$ cat config.mk
export PLATFORM = sky130hd
export DESIGN_NAME = sm83_irq_ctl
export DESIGN_NICKNAME = d
export VERILOG_FILES = /design/src/rtl/sm83_irq_pkg.sv /design/src/rtl/sm83_prio_enc.sv /design/src/rtl/sm83_irq_ctl.sv
export SDC_FILE = /design/constraint.sdc
export NUM_CORES = 1
export LEC_CHECK = 0
export BUFFER_PORTS_ARGS = -buffer_cell sky130_fd_sc_hd__buf_2
export CAP_MARGIN = 20
export CORE_MARGIN = 10
export CORE_UTILIZATION = 44
export DETAILED_ROUTE_END_ITERATION = 8
export PLACE_DENSITY_LB_ADDON = 0.3
export RECOVER_POWER = 50
export REMOVE_ABC_BUFFERS = 1
export SLEW_MARGIN = 20
export SYNTH_ARGS = -nofsm -noshare
export SYNTH_HDL_FRONTEND = slang
export SYNTH_SLANG_ARGS = --single-unit
$ cat constraint.sdc
create_clock -name clk -period 1.5 [get_ports clk]
set_clock_uncertainty 0.15 [all_clocks]
set_input_delay 0.15 -clock clk [delete_from_list [all_inputs] [get_ports clk]]
set_output_delay 0.15 -clock clk [all_outputs]
set_load 0.05 [all_outputs]
$ cat src/rtl/sm83_irq_pkg.sv
// Shared types and constants for the sm83 interrupt controller.
package sm83_irq_pkg;

    typedef enum logic {
        IDLE = 1'b0,
        DISP = 1'b1
    } disp_state_t;

    localparam int unsigned DISP_CYCLES    = 5;
    localparam int unsigned DISP_M_W       = 3;
    localparam int unsigned IDX_W          = 4;
    localparam logic [7:0]  DEF_VEC_BASE   = 8'h40;
    localparam int unsigned DEF_VEC_STRIDE = 8;

endpackage

$ cat src/rtl/sm83_prio_enc.sv
// Lowest-index-first priority encoder over the pending interrupt mask.
module sm83_prio_enc
    import sm83_irq_pkg::*;
#(
    parameter int unsigned NUM_IRQS = 8
) (
    input  logic [NUM_IRQS-1:0] req,
    output logic                any,
    output logic [NUM_IRQS-1:0] grant,
    output logic [IDX_W-1:0]    idx
);

    always_comb begin
        any   = 1'b0;
        grant = '0;
        idx   = '0;
        for (int i = 0; i < int'(NUM_IRQS); i++) begin
            if (req[i] && !any) begin
                any      = 1'b1;
                grant[i] = 1'b1;
                idx      = IDX_W'(i);
            end
        end
    end

endmodule

$ cat src/rtl/sm83_irq_ctl.sv
// Interrupt controller: IF/IE/IME state, EI delay, and the 5-M-cycle dispatch
// sequence with vector resolution late in the dispatch.
module sm83_irq_ctl
    import sm83_irq_pkg::*;
#(
    parameter int unsigned NUM_IRQS    = 8,
    parameter bit          EDGE_DETECT = 1'b1,
    parameter logic [7:0]  VEC_BASE    = DEF_VEC_BASE,
    parameter int unsigned VEC_STRIDE  = DEF_VEC_STRIDE
) (
    input  logic                clk,
    input  logic                n_reset,
    input  logic                m_tick,
    input  logic                fetch,
    input  logic [NUM_IRQS-1:0] irq,
    input  logic                if_we,
    input  logic                ie_we,
    input  logic [NUM_IRQS-1:0] wdata,
    output logic [NUM_IRQS-1:0] if_q,
    output logic [NUM_IRQS-1:0] ie_q,
    input  logic                ei,
    input  logic                di,
    input  logic                reti,
    output logic                ime_q,
    output logic                wake,
    output logic                int_req,
    input  logic                dispatch,
    output logic [2:0]          disp_m,
    output logic                busy,
    output logic [7:0]          vector,
    output logic                vector_valid,
    output logic [NUM_IRQS-1:0] iack
);

    localparam logic [DISP_M_W-1:0] LAST_M    = DISP_M_W'(DISP_CYCLES - 1);
    localparam logic [DISP_M_W-1:0] RESOLVE_M = DISP_M_W'(DISP_CYCLES - 2);

    logic [NUM_IRQS-1:0] if_r, ie_r, irq_d, iack_r;
    logic [NUM_IRQS-1:0] if_n, iack_n, req_set, pending, grant;
    logic                ime_r, ime_pend, ime_n, pend_n;
    logic                any, accept;
    logic [IDX_W-1:0]    idx;
    logic [7:0]          vector_r, vector_n, vec_calc;
    logic                vv_r, vv_n;
    logic [DISP_M_W-1:0] disp_m_r, disp_m_n;
    disp_state_t         state, state_n;

    assign pending = if_r & ie_r;

    sm83_prio_enc #(.NUM_IRQS(NUM_IRQS)) u_prio (
        .req   (pending),
        .any   (any),
        .grant (grant),
        .idx   (idx)
    );

    assign wake     = any;
    assign int_req  = ime_r & any & (state == IDLE);
    assign accept   = dispatch & int_req;
    assign req_set  = EDGE_DETECT ? (irq & ~irq_d) : irq;
    assign vec_calc = VEC_BASE + 8'(32'(idx) * VEC_STRIDE);

    // Per-bit IF update: request set beats acknowledge clear beats software write.
    always_comb begin
        if_n = if_r;
        for (int i = 0; i < int'(NUM_IRQS); i++) begin
            if (req_set[i])      if_n[i] = 1'b1;
            else if (iack_n[i])  if_n[i] = 1'b0;
            else if (if_we)      if_n[i] = wdata[i];
        end
    end

    // Later assignments win: di overrides everything, dispatch acceptance clears IME.
    always_comb begin
        ime_n  = ime_r;
        pend_n = ime_pend;
        if (fetch && ime_pend) begin
            ime_n  = 1'b1;
            pend_n = 1'b0;
        end
        if (ei)     pend_n = 1'b1;
        if (reti)   ime_n  = 1'b1;
        if (accept) ime_n  = 1'b0;
        if (di) begin
            ime_n  = 1'b0;
            pend_n = 1'b0;
        end
    end

    // Dispatch sequencer; the vector is picked at the end of the high-byte push.
    always_comb begin
        state_n  = state;
        disp_m_n = disp_m_r;
        vector_n = vector_r;
        vv_n     = vv_r;
        iack_n   = '0;
        case (state)
            IDLE: begin
                if (accept) begin
                    state_n  = DISP;
                    disp_m_n = '0;
                end
            end
            DISP: begin
                if (m_tick) begin
                    if (disp_m_r == LAST_M) begin
                        state_n  = IDLE;
                        disp_m_n = '0;
                        vv_n     = 1'b0;
                    end else begin
                        disp_m_n = disp_m_r + DISP_M_W'(1);
                        if (disp_m_r == RESOLVE_M) begin
                            vector_n = any ? vec_calc : 8'h00;
                            iack_n   = grant;
                            vv_n     = 1'b1;
                        end
                    end
                end
            end
            default: state_n = IDLE;
        endcase
    end

    always_ff @(posedge clk or negedge n_reset) begin
        if (!n_reset) begin
            if_r     <= '0;
            ie_r     <= '0;
            irq_d    <= '0;
            ime_r    <= 1'b0;
            ime_pend <= 1'b0;
        end else begin
            if_r     <= if_n;
            irq_d    <= irq;
            ime_r    <= ime_n;
            ime_pend <= pend_n;
            if (ie_we) ie_r <= wdata;
        end
    end

    always_ff @(posedge clk or negedge n_reset) begin
        if (!n_reset) begin
            state    <= IDLE;
            disp_m_r <= '0;
            vector_r <= 8'h00;
            vv_r     <= 1'b0;
            iack_r   <= '0;
        end else begin
            state    <= state_n;
            disp_m_r <= disp_m_n;
            vector_r <= vector_n;
            vv_r     <= vv_n;
            iack_r   <= iack_n;
        end
    end

    assign if_q         = if_r;
    assign ie_q         = ie_r;
    assign ime_q        = ime_r;
    assign busy         = (state == DISP);
    assign disp_m       = disp_m_r;
    assign vector       = vector_r;
    assign vector_valid = vv_r;
    assign iack         = iack_r;

endmodule

==> results of run 1 <==
## cells by family after synthesis
family | count (synthesis) | share of synthesized area
compound gates | 27 | 0.113
other cells | 1 | 0.00207
flops | 43 | 0.594
simple gates | 35 | 0.129
buf+inv | 19 | 0.0477
mux | 16 | 0.0939
fa+ha+maj | 3 | 0.0207
## worst max path at each step
| stage | start | to | slack [ns] |
|---|---|---|---|
| 4_1_cts | ie_q[6] | wake | -0.24 |
| 2_1_floorplan | ie_q[6] | int_req | -1.05 |
| 6_report | ie_q[6] | wake | -0.25 |
| 3_3_place_gp | disp_m[0] | vector[3] | -0.17 |
| 5_1_grt | ie_q[6] | wake | -0.31 |
| 3_5_place_dp | disp_m[0] | vector[3] | -0.24 |
## layout make-up
class	count	area (um^2)
Clock buffer	8	100
Sequential cell	43	1080
Inverter	13	48.8
Multi-Input combinational cell	85	786
Timing Repair Buffer	116	811
Tap cell	50	62.6
Fill cell	274	1120
## metrics by stage
stage	util	total power [mW]	std cells	setup TNS (ns)
after CTS	0.714	4.04	315	-2.77
final	0.721	4.04	315	-2.78
after floorplan	-	2.48	141	-8.87
after global routing	0.721	4.26	315	-6.02
after detailed placement	0.600	3.07	283	-1.80
after global placement	0.600	3.04	283	-1.04
## Yosys cell counts (2+ instances only)
library cell | instances | area [um^2]
dfrtp_1 | 43 | 1080
o22ai_1 | 10 | 62.6
a21o_1 | 2 | 15.0
mux2i_1 | 8 | 80.1
inv_1 | 13 | 48.8
nand3_1 | 4 | 20.0
ha_1 | 3 | 37.5
nor2_1 | 7 | 26.3
clkbuf_1 | 2 | 7.51
buf_4 | 4 | 30.0
nand2_1 | 13 | 48.8
o21ai_0 | 2 | 10.0
mux2_2 | 8 | 90.1
a22oi_1 | 2 | 15.0
a21oi_1 | 3 | 15.0
## routing by layer
layer,global-route usage,share of wire,up-vias
met2,0.246,0.51,43
met5,0,0,-
met1,0.165,0.40,748
met4,0.0563,0.017,0
met3,0.0560,0.068,8
li1,-,-,745
## flip-flops by register name, indices dropped and copies added (netlist names)
signal        cells
vector            4
irq_d             8
ime_q             1
if_q              8
ime_pend          1
busy              1
ie_q              8
disp_m            3
iack              8
vector_valid      1
## power by group
part           leakage [nW]  internal (mW)  switching [mW]
combinational         0.862          0.646            1.15
clock                0.0515          0.420           0.369
sequential            0.518           1.33           0.127
total                  1.43           2.40            1.65
## worst max-delay path: cells and delay by family, from the launching register on
family / cells / cell delay [ns]
AO/OA/AOI/OAI: 1 / 0.26
AND/OR/NAND/NOR: 1 / 0.29
flip-flops: 1 / 0.40
buffers and inverters: 2 / 0.21
## cells in the final DEF (no fill, tap or decap), types with 7 or more instances in the layout
master / netlist / final
dlygate4sd3_1: 0 / 19
buf_4: 4 / 28
clkbuf_1: 2 / 7
mux2i_1: 8 / 8
buf_6: 0 / 10
mux2_2: 8 / 8
buf_2: 0 / 52
nand2_1: 13 / 12
clkbuf_8: 0 / 7
dfrtp_1: 43 / 43
inv_1: 13 / 13
o22ai_1: 10 / 7
## what timing repair did
item	in CTS	in global routing
hold endpoints to repair	69	0
setup buffers	5	1
gates resized for setup	33	10
endpoints found under the setup margin	25	28
hold buffers	19	0
pin swaps	19	4
==> metrics, run 1 <==
design area=2880 um^2; Worst Slack Setup Final=-0.250 ns; largest net degree at the start of global routing=29; Starting Density=0.453; die height=84.2 um; Pre-antenna DRT Iters=4; cts bufs inserted=5; post-place setup slack=-0.240 ns; cell count after synthesis=144; Max Freq=572 MHz; Hold EP=ime_q; vias per cell=4.90; Reg clk slew, reported paths=0.07 ns; htree depth=2; maximum vdd ir drop=0.000865 V; leakage power=1.43 nW; final worst path period share=1.17; vias post-DR=1544; DRT iter0 DRCs=83; post-layout min period=1.75 ns; status=finished with violations; WL per Instance=16.4 um; Hold WC Path Type=input port to register; Routed WL=5170 um; flops & latches, synth=43; CTS tree=built; RD Place Congestion=0.787; Yosys Warn Count=0; NumNets Final=293; grt ovf=0; WP data arrival=1.45 ns; Reg-to-Reg End=disp_m[2]; PortBufs=61; Synth cell types=35; Post-synth EDFFs=0; cell area after synthesis=1810 um^2; core area=4000 um^2; clock insertion delay at the later pin of the skew report=0.30 ns; I/O pin cnt=66; root buf cell=clkbuf_8; GRT Overall Usage=0.147; Crit path largest cell delay=0.40 ns; Reg2Reg Depth=5; P per Cell Area=1400 nW/um^2; Min-Delay Path Depth=3; worst-case clock buffer depth=2; Worst Path Max Fanout=4; kind of critical path=register to output port; Worst Hold Launch=reti; Worst-Margin Slew=0.862 ns; crit-path cells=a22oi_2 -> and4_4 -> inv_1 -> buf_6; hpwl dp=3760 um; CTS sink cnt=43; first-pass GRT wire length=8480 um; layout cells sized above 1=0.506; DRC viols=0; diode count=0; reg-to-reg slack, setup=-0.20 ns; Min Hold Slack=-0.0124 ns; slowest stage cell, crit path=dfrtp_1; vias in the first global route=1750; Layout area overhead=59.2%; initial antenna violation count=0; failing checks=hold timing, setup timing; RSZ-0062 raised after global routing=true; type of origin of the critical path=register; chip width=84.2 um; Max Cap Viol=0; syn_area_per_cell=12.6 um^2; post-synthesis sequential area ratio=0.594; Final Hold Violating Endpoints=1; Reg-to-Reg Start=ie_q[0]; placed cell area=2400 um^2; row count=23; Synth Flop Type=dfrtp_1; Detail Route Antenna Nets=0; die outline area=7080 um^2; asr flop ratio synth=1.00; Max Slew Vio Count=0; final setup vio count=22; Max-slew headroom=0.425; critical path capture point type=output port; Required @ worst endpoint=1.20 ns
Power figures use the tool's default switching activity.
==> run 2: changes to the inputs <==
--- a/config.mk
+++ b/config.mk
@@ -8,7 +8,7 @@
 export BUFFER_PORTS_ARGS = -buffer_cell sky130_fd_sc_hd__buf_2
 export CAP_MARGIN = 20
 export CORE_MARGIN = 10
-export CORE_UTILIZATION = 44
+export CORE_UTILIZATION = 45
 export DETAILED_ROUTE_END_ITERATION = 8
 export PLACE_DENSITY_LB_ADDON = 0.3
 export RECOVER_POWER = 50
@@ -16,4 +16,5 @@
 export SLEW_MARGIN = 20
 export SYNTH_ARGS = -nofsm -noshare
 export SYNTH_HDL_FRONTEND = slang
+export SYNTH_HIERARCHICAL = 1
 export SYNTH_SLANG_ARGS = --single-unit
==> run 2 against run 1 <==
Net effect: the run ends with setup timing left; sequential share of layout area down 2.5 points; wire length up 6.2%; via count up 14%; largest cell class unchanged; core utilization up 4.7 points.
==> metrics, run 2 <==
status=finished with violations (unchanged); failing checks=setup timing (was hold timing, setup timing); Post-Synth XOR/XNOR Area=0 (unchanged); total power draw=4.45 mW (was 4.04 mW); Pre-antenna DRT Iters=4 (unchanged); Reg clk slew, reported paths=0.08 ns (was 0.07 ns); WP data arrival=1.70 ns (was 1.45 ns); Synth area leaders=dfrtp_1, mux2_2, mux2i_1, o21ai_0, and2_1 (was dfrtp_1, mux2_2, mux2i_1, o22ai_1, inv_1); GRT Overall Usage=0.143 (was 0.147); Worst Path Max Fanout=3 (was 4); die height=85.9 um (was 84.2 um); compound-gate portion of the synthesized area=0.0934 (was 0.113); Reg2Reg Depth=7 (was 5); Hold EP=ime_pend (was ime_q); Reg-to-Reg Start=if_q[1] (was ie_q[0]); maximum vdd ir drop=0.000856 V (was 0.000865 V); htree depth=2 (unchanged); post-synth top area share=0.563 (was 0.594); Detail Route Antenna Nets=0 (unchanged); placed cell area=2560 um^2 (was 2400 um^2); chip width=85.9 um (was 84.2 um); post-layout min period=2.00 ns (was 1.75 ns); cell count after synthesis=177 (was 144); met3 usage=0.0435 (was 0.0560); cell area after synthesis=1960 um^2 (was 1810 um^2); reg-to-reg slack, setup=-0.43 ns (was -0.20 ns); PortBufs=62 (was 61); Synth cell types=34 (was 35); initial antenna violation count=0 (unchanged); grt ovf=0 (unchanged); Hold WC Path Type=input port to register (unchanged); Max Cap Viol=0 (unchanged); Comb pwr share=0.501 (was 0.445); Layout area overhead=61.5% (was 59.2%); Max-slew headroom=0.608 (was 0.425); final worst path period share=1.33 (was 1.17); Min-Delay Path Depth=4 (was 3); P per Cell Area=1410 nW/um^2 (was 1400 nW/um^2); CTS tree=built (unchanged); kind of critical path=register to output port (unchanged); Required @ worst endpoint=1.20 ns (about the same); top post-synthesis cells by count=dfrtp_1, nor2_1, inv_1 (was dfrtp_1, inv_1, nand2_1); Clk pwr share=0.166 (was 0.195); Final Hold Violating Endpoints=0 (was 1); most frequent cells in the layout=buf_2, dfrtp_1, buf_4 (unchanged); vias post-DR=1767 (was 1544); layout cells sized above 1=0.529 (was 0.506); vias in the first global route=1886 (was 1750); largest net degree at the start of global routing=45 (was 29); Min Hold Slack=0.0445 ns (was -0.0124 ns); Worst Slack Setup Final=-0.499 ns (was -0.250 ns); worst-case clock buffer depth=2 (unchanged); Reg-to-Reg End=disp_m[2] (unchanged); critical path capture point type=output port (unchanged); hpwl dp=3670 um (was 3760 um); cell internal pwr=2.58 mW (was 2.40 mW); GR Layer Usage met1=0.175 (was 0.165); Routed WL=5500 um (was 5170 um); most common cell in the netlist=dfrtp_1 (unchanged); largest family of logic cells by synthesized area=simple AND/OR/NAND/NOR gates (unchanged); core area=4120 um^2 (was 4000 um^2); Global Route met2 Usage=0.239 (was 0.246); RSZ-0062 raised after global routing=true (unchanged); cts bufs inserted=5 (unchanged); post-synthesis sequential area ratio=0.563 (was 0.594); NumNets Final=334 (was 293); syn_area_per_cell=11.0 um^2 (was 12.6 um^2); leakage power=1.56 nW (was 1.43 nW); Max Freq=500 MHz (was 572 MHz); Synth Area in Simple Gates=0.163 (was 0.129); RD Place Congestion=0.812 (was 0.787); first-pass GRT wire length=8870 um (was 8480 um); GRT busiest layer=met2 (unchanged); row count=23 (unchanged); CTS sink cnt=44 (was 43); design area=3160 um^2 (was 2880 um^2); clock insertion delay at the later pin of the skew report=0.28 ns (was 0.30 ns); DRT iter0 DRCs=98 (was 83); Inst Count DP=317 (was 283); root buf cell=clkbuf_8 (unchanged); Yosys Warn Count=6 (was 0); DRC viols=0 (unchanged); post-synthesis mux area share=0.100 (was 0.0939); vias per cell=4.96 (was 4.90); Starting Density=0.475 (was 0.453); type of origin of the critical path=register (unchanged); switching power=1.87 mW (was 1.65 mW); adder-cell share of the synthesized area=0.0192 (was 0.0207); Max Slew Vio Count=0 (unchanged); Worst-Margin Slew=0.588 ns (was 0.862 ns); Worst setup startpoint=if_q[1] (was ie_q[6]); I/O pin cnt=66 (unchanged); Post-synth EDFFs=0 (unchanged); Reg power frac=0.332 (was 0.360); commonest non-fill, non-tap cell in the layout=buf_2 (unchanged); die outline area=7380 um^2 (was 7080 um^2); final setup vio count=26 (was 22); Layout Cells excl Fill=356 (was 315); flops & latches, synth=44 (was 43); WL per Instance=15.4 um (was 16.4 um); asr flop ratio synth=1.00 (unchanged); Synth Flop Type=dfrtp_1 (unchanged); Worst Hold Launch=fetch (was reti); final core utilization=0.768 (was 0.721); area leader, netlist=dfrtp_1 (unchanged); diode count=0 (unchanged); switching share of total power=0.421 (was 0.408)
-- run 2: cell count changes after synthesis, moves of 2 or more --
| cell | before | now |
|---|---|---|
| o21ai_0 | 2 | 12 |
| and2_1 | 0 | 9 |
| nor2_1 | 7 | 15 |
| nand3_1 | 4 | 10 |
| nand2_1 | 13 | 10 |
| a211oi_1 | 1 | 3 |
| a22oi_1 | 2 | 0 |
| buf_2 | 0 | 2 |
| o22ai_1 | 10 | 8 |
-- run 2: per-stage QoR --
step | worst slack, ns | setup TNS (ns)
floorplan | -1.38 | -15.67
global placement | -0.295 | -4.60
detailed placement | -0.359 | -5.49
CTS | -0.465 | -5.26
global route | -0.574 | -8.52
finish | -0.499 | -6.63
-- run 2: per-layer routing --
metal | vias up | part of all wire
met1 | 857 | 0.45
met2 | 46 | 0.49
met5 | - | 0
met4 | 0 | 0.011
met3 | 8 | 0.049
li1 | 856 | -
-- run 2: kinds of logic (layout without fill, tap and decap cells) --
kind of cell,count (synthesis),in the layout
buffers and inverters,24,151
AOI/OAI and AO/OA,29,29
muxes,18,18
and+or+nand+nor,57,57
DFF,44,44
other,2,4
adders and majority gates,3,3
-- run 2: power groups by stage --
stage | sequential, mW | combinational [mW] | clock (mW)
finish | 1.48 | 2.23 | 0.741
CTS | 1.48 | 2.10 | 0.768
floorplan | 2.12 | 0.532 | 0
detailed placement | 1.49 | 1.81 | 0
global route | 1.51 | 2.37 | 0.828
global placement | 1.49 | 1.79 | 0
-- run 2: how the worst max path moves through the flow --
stage	to	slack [ns]	depth (start not counted)
after floorplan	ime_q	-1.38	5
after global placement	if_q[7]	-0.29	7
after detailed placement	if_q[7]	-0.36	7
after CTS	int_req	-0.46	5
after global routing	int_req	-0.57	5
final	int_req	-0.50	5
-- run 2: repair_timing --
action,4_1_cts,5_1_grt
gates resized for setup,48,17
hold buffers,20,0
endpoints found under the hold margin,70,0
setup buffers,8,5
pin swaps,20,15
setup endpoints to repair,26,27
-- run 2: cell type report --
class | count | area, um^2
Sequential cell | 44 | 1100
Fill cell | 258 | 956
Multi-Input combinational cell | 111 | 940
Clock buffer | 6 | 82.6
Inverter | 14 | 52.6
Timing Repair Buffer | 129 | 911
Tap cell | 50 | 62.6
Clock inverter | 2 | 10.0
-- run 2: critical path: stages, from the launching register on --
cell and delay (ns):
dfrtp_1 0.39, and2_4 0.17, nor4_4 0.32, nand3_2 0.14, and3b_1 0.22, buf_6 0.16
